`src/rtl/struct_req_mem.sv`:
```
// Request-FIFO-fronted word memory: in-order {addr,data,wr} requests, registered read responses.
// Optional macro STRUCT_REQ_MEM_PARITY_EN adds per-entry even parity with perr_inject/rsp_perr.
module struct_req_mem #(
  parameter int ADDR_W     = 8,
  parameter int DATA_W     = 8,
  parameter int FIFO_DEPTH = 4,
  localparam int CNT_W     = $clog2(FIFO_DEPTH+1)
) (
  input  logic              clk,
  input  logic              rst_n,
  input  logic              clear,
  input  logic              req_valid,
  output logic              req_ready,
  input  logic [ADDR_W-1:0] req_addr,
  input  logic [DATA_W-1:0] req_data,
  input  logic              req_wr,
`ifdef STRUCT_REQ_MEM_PARITY_EN
  input  logic              perr_inject,
  output logic              rsp_perr,
`endif
  output logic              rsp_valid,
  input  logic              rsp_ready,
  output logic [DATA_W-1:0] rsp_data,
  output logic              rsp_hit,
  output logic [CNT_W-1:0]  fifo_count
);
  localparam int MEM_WORDS = 1 << ADDR_W;
  localparam int PTR_W     = $clog2(FIFO_DEPTH);

  typedef struct packed {
    logic [ADDR_W-1:0] addr;
    logic [DATA_W-1:0] data;
    logic              wr;
`ifdef STRUCT_REQ_MEM_PARITY_EN
    logic              inj;
`endif
  } req_t;

  req_t              fifo_q [FIFO_DEPTH];
  req_t              req_in, head;
  logic [PTR_W-1:0]  wr_ptr, rd_ptr;
  logic              full, empty, push, pop;
  logic [DATA_W-1:0] mem [MEM_WORDS];
  logic [MEM_WORDS-1:0] vbits;
  logic              hit;

  always_comb begin
    req_in      = '0;
    req_in.addr = req_addr;
    req_in.data = req_data;
    req_in.wr   = req_wr;
`ifdef STRUCT_REQ_MEM_PARITY_EN
    req_in.inj  = perr_inject;
`endif
  end

  assign head      = fifo_q[rd_ptr];
  assign full      = (fifo_count == CNT_W'(FIFO_DEPTH));
  assign empty     = (fifo_count == '0);
  assign req_ready = rst_n && !full && !clear;
  assign push      = req_valid && req_ready;
  assign pop       = !empty && !clear && (!rsp_valid || rsp_ready);
  assign hit       = vbits[head.addr];

  // Pointers wrap naturally because FIFO_DEPTH is a power of two.
  always_ff @(posedge clk or negedge rst_n) begin
    if (!rst_n) begin
      wr_ptr     <= '0;
      rd_ptr     <= '0;
      fifo_count <= '0;
    end else if (clear) begin
      wr_ptr     <= '0;
      rd_ptr     <= '0;
      fifo_count <= '0;
    end else begin
      if (push) wr_ptr <= wr_ptr + PTR_W'(1);
      if (pop)  rd_ptr <= rd_ptr + PTR_W'(1);
      case ({push, pop})
        2'b10:   fifo_count <= fifo_count + CNT_W'(1);
        2'b01:   fifo_count <= fifo_count - CNT_W'(1);
        default: ;
      endcase
    end
  end

  always_ff @(posedge clk) begin
    if (push) fifo_q[wr_ptr] <= req_in;
  end

  // Data array carries no reset; vbits masks stale contents.
  always_ff @(posedge clk) begin
    if (pop && head.wr) mem[head.addr] <= head.data;
  end

  always_ff @(posedge clk or negedge rst_n) begin
    if (!rst_n)                vbits <= '0;
    else if (clear)            vbits <= '0;
    else if (pop && head.wr)   vbits[head.addr] <= 1'b1;
  end

`ifdef STRUCT_REQ_MEM_PARITY_EN
  logic [MEM_WORDS-1:0] par_q;
  logic                 perr;

  always_ff @(posedge clk) begin
    if (pop && head.wr) par_q[head.addr] <= (^head.data) ^ head.inj;
  end

  assign perr = hit && (par_q[head.addr] != (^mem[head.addr]));

  always_ff @(posedge clk or negedge rst_n) begin
    if (!rst_n)                rsp_perr <= 1'b0;
    else if (clear)            rsp_perr <= 1'b0;
    else if (pop && !head.wr)  rsp_perr <= perr;
  end
`endif

  always_ff @(posedge clk or negedge rst_n) begin
    if (!rst_n) begin
      rsp_valid <= 1'b0;
      rsp_data  <= '0;
      rsp_hit   <= 1'b0;
    end else if (clear) begin
      rsp_valid <= 1'b0;
      rsp_data  <= '0;
      rsp_hit   <= 1'b0;
    end else if (pop && !head.wr) begin
      rsp_valid <= 1'b1;
      rsp_hit   <= hit;
      rsp_data  <= hit ? mem[head.addr] : '0;
    end else if (rsp_ready) begin
      rsp_valid <= 1'b0;
    end
  end
endmodule

```
`config.mk`:
```
export PLATFORM = sky130hd
export DESIGN_NAME = struct_req_mem
export DESIGN_NICKNAME = d
export VERILOG_FILES = /design/src/rtl/struct_req_mem.sv
export SDC_FILE = /design/constraint.sdc
export NUM_CORES = 2
export LEC_CHECK = 0
export BUFFER_PORTS_ARGS = -buffer_cell sky130_fd_sc_hd__buf_4
export CORE_MARGIN = 4
export CORE_UTILIZATION = 30
export CTS_BUF_LIST = sky130_fd_sc_hd__clkbuf_2 sky130_fd_sc_hd__clkbuf_4 sky130_fd_sc_hd__clkbuf_8
export DETAILED_ROUTE_END_ITERATION = 7
export SETUP_SLACK_MARGIN = 0.05
export SLEW_MARGIN = 20
export SYNTH_ARGS = -nofsm -noshare
export SYNTH_HDL_FRONTEND = slang
export SYNTH_SLANG_ARGS = --single-unit
```
`constraint.sdc`:
```
create_clock -name clk -period 4.92 [get_ports clk]
set_clock_uncertainty 0.2 [all_clocks]
set_input_delay 1.23 -clock clk [delete_from_list [all_inputs] [get_ports clk]]
set_output_delay 1.23 -clock clk [all_outputs]
set_load 0.05 [all_outputs]
```
After elaboration in Yosys (flattened, before gate mapping)
Memories as Yosys holds them, arrays and structs flattened.
Index checks and enable logic that the tools add are counted.
{"block": "op_classes", "mul": 0, "reduce_logical": 21, "n_addsub": 4, "n_shift": 0, "order_cmp": 2, "n_div": 0, "eq_ne": 3, "n_mux": 24, "n_bitwise": 1}
{"operator": "$mux W256", "count": 2}
{"operator": "$or A256 B256 Y256", "count": 1}
{"operator": "$mux W8", "count": 3}
{"operator": "$mux W1", "count": 11}
{"operator": "$lt A8 B9 Y1 const B", "count": 1}
{"operator": "$bmux W1 S8", "count": 1}
{"operator": "$demux W1 S8", "count": 1}
{"operator": "$ge A8 B1 Y1 const B", "count": 1}
{"operator": "$logic_and A1 B1 Y1", "count": 8}
{"operator": "$mux W2", "count": 4}
{"operator": "$reduce_bool A2 Y1", "count": 4}
{"operator": "$pmux W3 S2", "count": 1}
{"operator": "$reduce_bool A3 Y1", "count": 2}
{"operator": "$logic_not A1 Y1", "count": 5}
{"operator": "$add A2 B1 Y2 const B", "count": 2}
{"operator": "$add A3 B1 Y3 const B", "count": 1}
{"operator": "$eq A3 B3 Y1 const B", "count": 1}
{"operator": "$logic_not A3 Y1", "count": 1}
{"operator": "$mux W3", "count": 1}
{"operator": "$sub A3 B1 Y3 const B", "count": 1}
{"operator": "$eq A2 B1 Y1 const B", "count": 1}
{"operator": "$eq A2 B2 Y1 const B", "count": 1}
{"operator": "$logic_or A1 B1 Y1", "count": 1}
{"block": "totals", "inputBits": 22, "ff_bits": 273, "mem_count": 2, "romBits": 0, "latch_bits": 0, "out_inout_bits": 14, "wordCells": 64, "ram_bits": 2116}
{"memory": "mem", "words": 256, "word_bits": 8, "read_ports": 1, "rd_ports_with_merged_regs": 0, "wr": 1, "line": "43", "text": "logic [DATA_W-1:0] mem [MEM_WORDS];"}
{"memory": "fifo_q", "words": 4, "word_bits": 17, "read_ports": 1, "rd_ports_with_merged_regs": 0, "wr": 1, "line": "39", "text": "req_t fifo_q [FIFO_DEPTH];"}

Logic depth before layout (Yosys ltp)
{"block": "depth", "ltp_word": 8, "depth_mapped": 17, "depth_no_buf": 9}

Worst setup path after synthesis
Ideal clock, no wire load.
{"block": "synth_path", "path_type": "in2reg", "from": "input port clear", "to": "register fifo_count[1]", "arrival_time_ns": 3.644, "setup_time_ns": 0.078, "slack_ns": 0.998, "required_time_ns": 4.642, "cell_stages": 9, "path_buffers": 2, "path_cell_list": "clkbuf_1 nand2b_1 a21oi_1 and2_0 clkbuf_1 nor2_1 fa_1 o21ai_0 a21oi_1"}
{"block": "synth_via", "elab_chain_len": 6, "elab_cells_between_ends": 10, "cone_classes": "eq/ne: 2; mux: 2; reduce/logical: 6"}
{"item": "start, declared", "line": "11", "text": "input logic clear,"}
{"item": "$logic_not A1 Y1 (*)", "line": "60", "text": "assign req_ready = rst_n && !full && !clear;"}
{"item": "$logic_and A1 B1 Y1 (*)", "line": "60"}
{"item": "named net req_ready", "line": "13", "text": "output logic req_ready,"}
{"item": "$logic_and A1 B1 Y1 (*)", "line": "61", "text": "assign push = req_valid && req_ready;"}
{"item": "$eq A2 B1 Y1 or $eq A2 B2 Y1 (tied branches)", "line": "78", "text": "case ({push, pop})"}
{"item": "$pmux W3 S2", "line": "78"}
{"item": "$mux W3", "line": "71", "text": "end else if (clear) begin"}
{"item": "end signal, assigned", "line": "79", "text": "2'b10: fifo_count <= fifo_count + CNT_W'(1);"}
{"item": "end signal, assigned", "line": "80", "text": "2'b01: fifo_count <= fifo_count - CNT_W'(1);"}
{"item": "end, declared", "line": "25", "text": "output logic [CNT_W-1:0] fifo_count"}
The timed path passes the listed nets; every way through them passes the cells marked *.
A chain may end at the register's enable or synchronous reset.

Worst setup path after layout
{"block": "layout_path", "from": "register rd_ptr[0]", "to": "register rsp_data[6]"}
{"block": "layout_via", "elab_chain_len": 6, "elab_cells_between_ends": 10, "cone_classes": "mux: 5; reduce/logical: 3; memory: 2"}
{"item": "start, declared", "line": "41", "text": "logic [PTR_W-1:0] wr_ptr, rd_ptr;"}
{"item": "start signal, assigned", "line": "77", "text": "if (pop) rd_ptr <= rd_ptr + PTR_W'(1);"}
{"item": "$mem_v2 Z4 W17 (*)"}
{"item": "$bmux W1 S8", "line": "63", "text": "assign hit = vbits[head.addr];"}
{"item": "$mux W1 (not written as such)", "line": "63"}
{"item": "$mux W8", "line": "130", "text": "rsp_data <= hit ? mem[head.addr] : '0;"}
{"item": "$mux W8", "line": "127", "text": "end else if (pop && !head.wr) begin"}
{"item": "$mux W8", "line": "123", "text": "end else if (clear) begin"}
{"item": "end signal, assigned", "line": "130"}
{"item": "end, declared", "line": "23", "text": "output logic [DATA_W-1:0] rsp_data,"}
Every way passes the cells marked *; elsewhere a longest branch is shown, timed or not. The select of a mux whose other input is x is not followed.

==> impl_results.md <==
- Max cap viols: 0
- Largest net degree at the start of global routing: ~180
- Peak supply drop: 0.276 mV
- Count of cell types in the netlist: 67
- Maximum root-to-sink buffer count: 4
- Ys async rst share: 0.114
- Top-level I/O count: 36
- First-pass GRT wire length: 450 mm
- Setup CP Type: flop to flop
- Status: finished, violations left
- First DRT Iteration DRCs: 8623
- Worst Path Max Fanout: 16
- Routed length per instance: approximately 26 um
- Die area: 0.328 mm2
- # fillers: 30300
- Final Non-Filler Cells: 12100
- CP Capture Type: flop
- Vias per cell: 5.30
- Total negative setup slack: -0.00148 ns
- Final #Nets: 7642
- Clock tree sinks: between 2000 and 2500
- Clock-pin slew on the worst setup and hold paths: around 0.06 ns
- Slowest CP cell: mux4_4
- Cells along the critical path: buf_4 > mux4_4 > buf_4 > nor2_1 > buf_4 > a32oi_1 > a211oi_1 > buf_4 > a31oi_1 > nand3_1 > a311oi_1 > a32o_1
- Grt ovf: 0
- Hold path cells: 1
- Reg2reg path depth: 12
- Max-Slew Margin vs Limit: 0.132
- Commonest non-fill, non-tap cell in the layout: edfxtp_1
- Final hold violations: 0
- Register bit total from synthesis: 2389
- Ys flop type: edfxtp_1
- RSZ-0062 raised after global routing: true
- Total Wirelength: 317 mm
- Layout cells sized above 1: 0.188
- WP data arrival: between 5 and 6 ns
- Syn-to-layout area delta: 17.9%
- Max incr delay on CP: 0.72 ns
- Initial antenna violation count: 14
- Die width: 573 um
- DRC violations left: 0
- Min Tclk post-route: 4.92 ns
- Routed vias: ~64000
- Syn_nets: just over 7000
- Cell mode on critical path: buf_4
- Height of the die: 573 um
- CTS tree: built
- Synth Cell Area: 0.0957 mm2
- Number of synthesized flops with an enable pin: between 2000 and 2500
- Family with the most delay on the worst path: compound AO/OA/AOI/OAI gates
- Commonest cells after routing, fill and taps aside: 2116 x edfxtp_1, 1365 x nand2_1, 841 x nor2_1
- Syn avg cell area: approximately 14 um2
- Critical path depth: 12
- Power Dens Cells: 459 mW/mm2
- Pleak: ~40 nW
- Setup WS post-layout: -0.00148 ns
- # setup viols final: 1
- Gate count of the mapped netlist: approximately 7000
- Clk_lat worst skew: 1.08 ns
- Slew Viols, Final: 0
- CTS Buf Count: 400
- Number of global-route vias before repair: 61700
- Core area: 0.318 mm2
- TritonRoute pass-1 iters: 6
- DP HPWL: 206 mm
- Post-route ant nets: 0
- Placed cells: 11400
- Synth warnings: 0
- Post-synthesis sequential area ratio: 0.735
- Tightest Pin Transition: around 1.3 ns
- Max H-tree Level: 5
- Post-CTS setup buffers: 0
- CP Launch Type: flop
- Crit path buf inv count: 4
- Critical Path RT: 5.73 ns
- PortBufs: 35
- Part of the cycle the worst path needs: 1.00
- Num rows: 207
- Starting Density: 0.301
- Power Total: approximately 52 mW
- GPL Wtd Cong: about 0.94
- Total GRT Usage: 0.186
- Clk root buf: clkbuf_8
- Violated checks: negative setup slack
- Fmax: 203 MHz
- Worst min-delay path category: primary input to flop
## synth_stat cells (8+ instances only)
master     instances  area share
mux2i_1          128       0.013
a31oi_1          250       0.016
nor2b_1          232       0.015
a32o_1            11      0.0012
o22ai_1          124      0.0081
nor3_1            18     0.00094
a22oi_1           11     0.00086
a211oi_1         234       0.018
a2111oi_0         11      0.0010
clkbuf_1         135      0.0053
o221ai_1          13      0.0012
buf_1             32      0.0013
and3_1           124      0.0081
and2_1            12     0.00078
nor4_1            42      0.0027
nor2_1           843       0.033
edfxtp_1        2116        0.66
mux4_2           115       0.027
a32oi_1           23      0.0021
a21oi_1          151      0.0079
buf_6              8     0.00094
o21ai_0           74      0.0039
nand2_1         1371       0.054
buf_4             56      0.0044
nand2b_1           8     0.00052
mux2_2            12      0.0014
buf_2            226       0.012
dfrtp_1          273       0.071
nand4_1           13     0.00085
nand3_1          241       0.013
or4_1             19      0.0015
## where the power goes
group	total (mW)	internal [mW]	switching [mW]	leakage, nW
Combinational	10.6	2.97	7.67	12.2
Clock	18.0	9.99	7.99	4.37
Sequential	23.2	23.1	0.0604	22.8
Total	51.8	36.1	15.7	39.4
## through the flow
stage	setup slack, ns	hold WS [ns]	area [um2]	utilization
after global routing	0.00720	0.0928	113000	0.355
after global placement	-0.0346	0.270	104000	0.329
after detailed placement	-0.0880	0.279	105000	0.329
after CTS	0.119	0.0510	113000	0.355
after floorplan	0.998	0.258	95700	-
final	-0.00148	0.152	113000	0.355
## per-layer routing
layer  GRT usage  vias up  part of all wire
li1            -    27200                 -
met1       0.242    32300              0.38
met2       0.285     3961              0.45
met3      0.0462      827              0.11
met4      0.0990       10             0.058
met5           0        -           0.00022
## worst paths after layout
path / start / end / slack [ns]
max: rd_ptr[0]$_DFFE_PN0P_ / rsp_data[6]$_DFFE_PN0P_ / -0.001
min: req_addr[2] / fifo_q[0][11]$_DFFE_PP_ / 0.15
max reg2reg: rd_ptr[0]$_DFFE_PN0P_ / rsp_data[6]$_DFFE_PN0P_ / -0.001
min reg2reg: vbits[12]$_DFFE_PN0P_ / vbits[12]$_DFFE_PN0P_ / 0.29
max in group asynchronous: rst_n / vbits[232]$_DFFE_PN0P_ / 2.75
min in group asynchronous: rst_n / vbits[147]$_DFFE_PN0P_ / 0.18
## what timing repair did
action / in CTS / in global routing
cloned: 0 / 1
gates resized for setup: 4 / 5
hold buffers: 0 / 0
endpoints found under the setup margin: 9 / 8
endpoints found under the hold margin: 0 / 0
## cell type report
class	count	area, um2	area share
Multi-Input combinational cell	4166	23200	0.205
Inverter	3	11.3	0.0000998
Clock inverter	117	781	0.00692
Tap cell	4180	5230	0.0464
Clock buffer	607	7390	0.0655
Timing Repair Buffer	655	5810	0.0515
Sequential cell	2389	70400	0.624
Antenna cell	18	45.0	0.000399
## logic make-up after synthesis
logic type | after synthesis | synth area share
DFF | 2389 | 0.735
adders and majority gates | 5 | 0.000732
and+or+nand+nor | 2956 | 0.133
muxes | 255 | 0.0419
xor gates and xnor gates | 3 | 0.000275
buffers and inverters | 461 | 0.0240
AOI/OAI and AO/OA | 946 | 0.0650
## sequential cells by signal (all words and copies together), names as in the netlist
signal / flops
mem: 2048
vbits: 256
fifo_q: 68
rsp_data: 8
fifo_count: 3
rd_ptr: 2
wr_ptr: 2
rsp_hit: 1
rsp_valid: 1
Note: power is estimated with default switching activity, not from simulation.
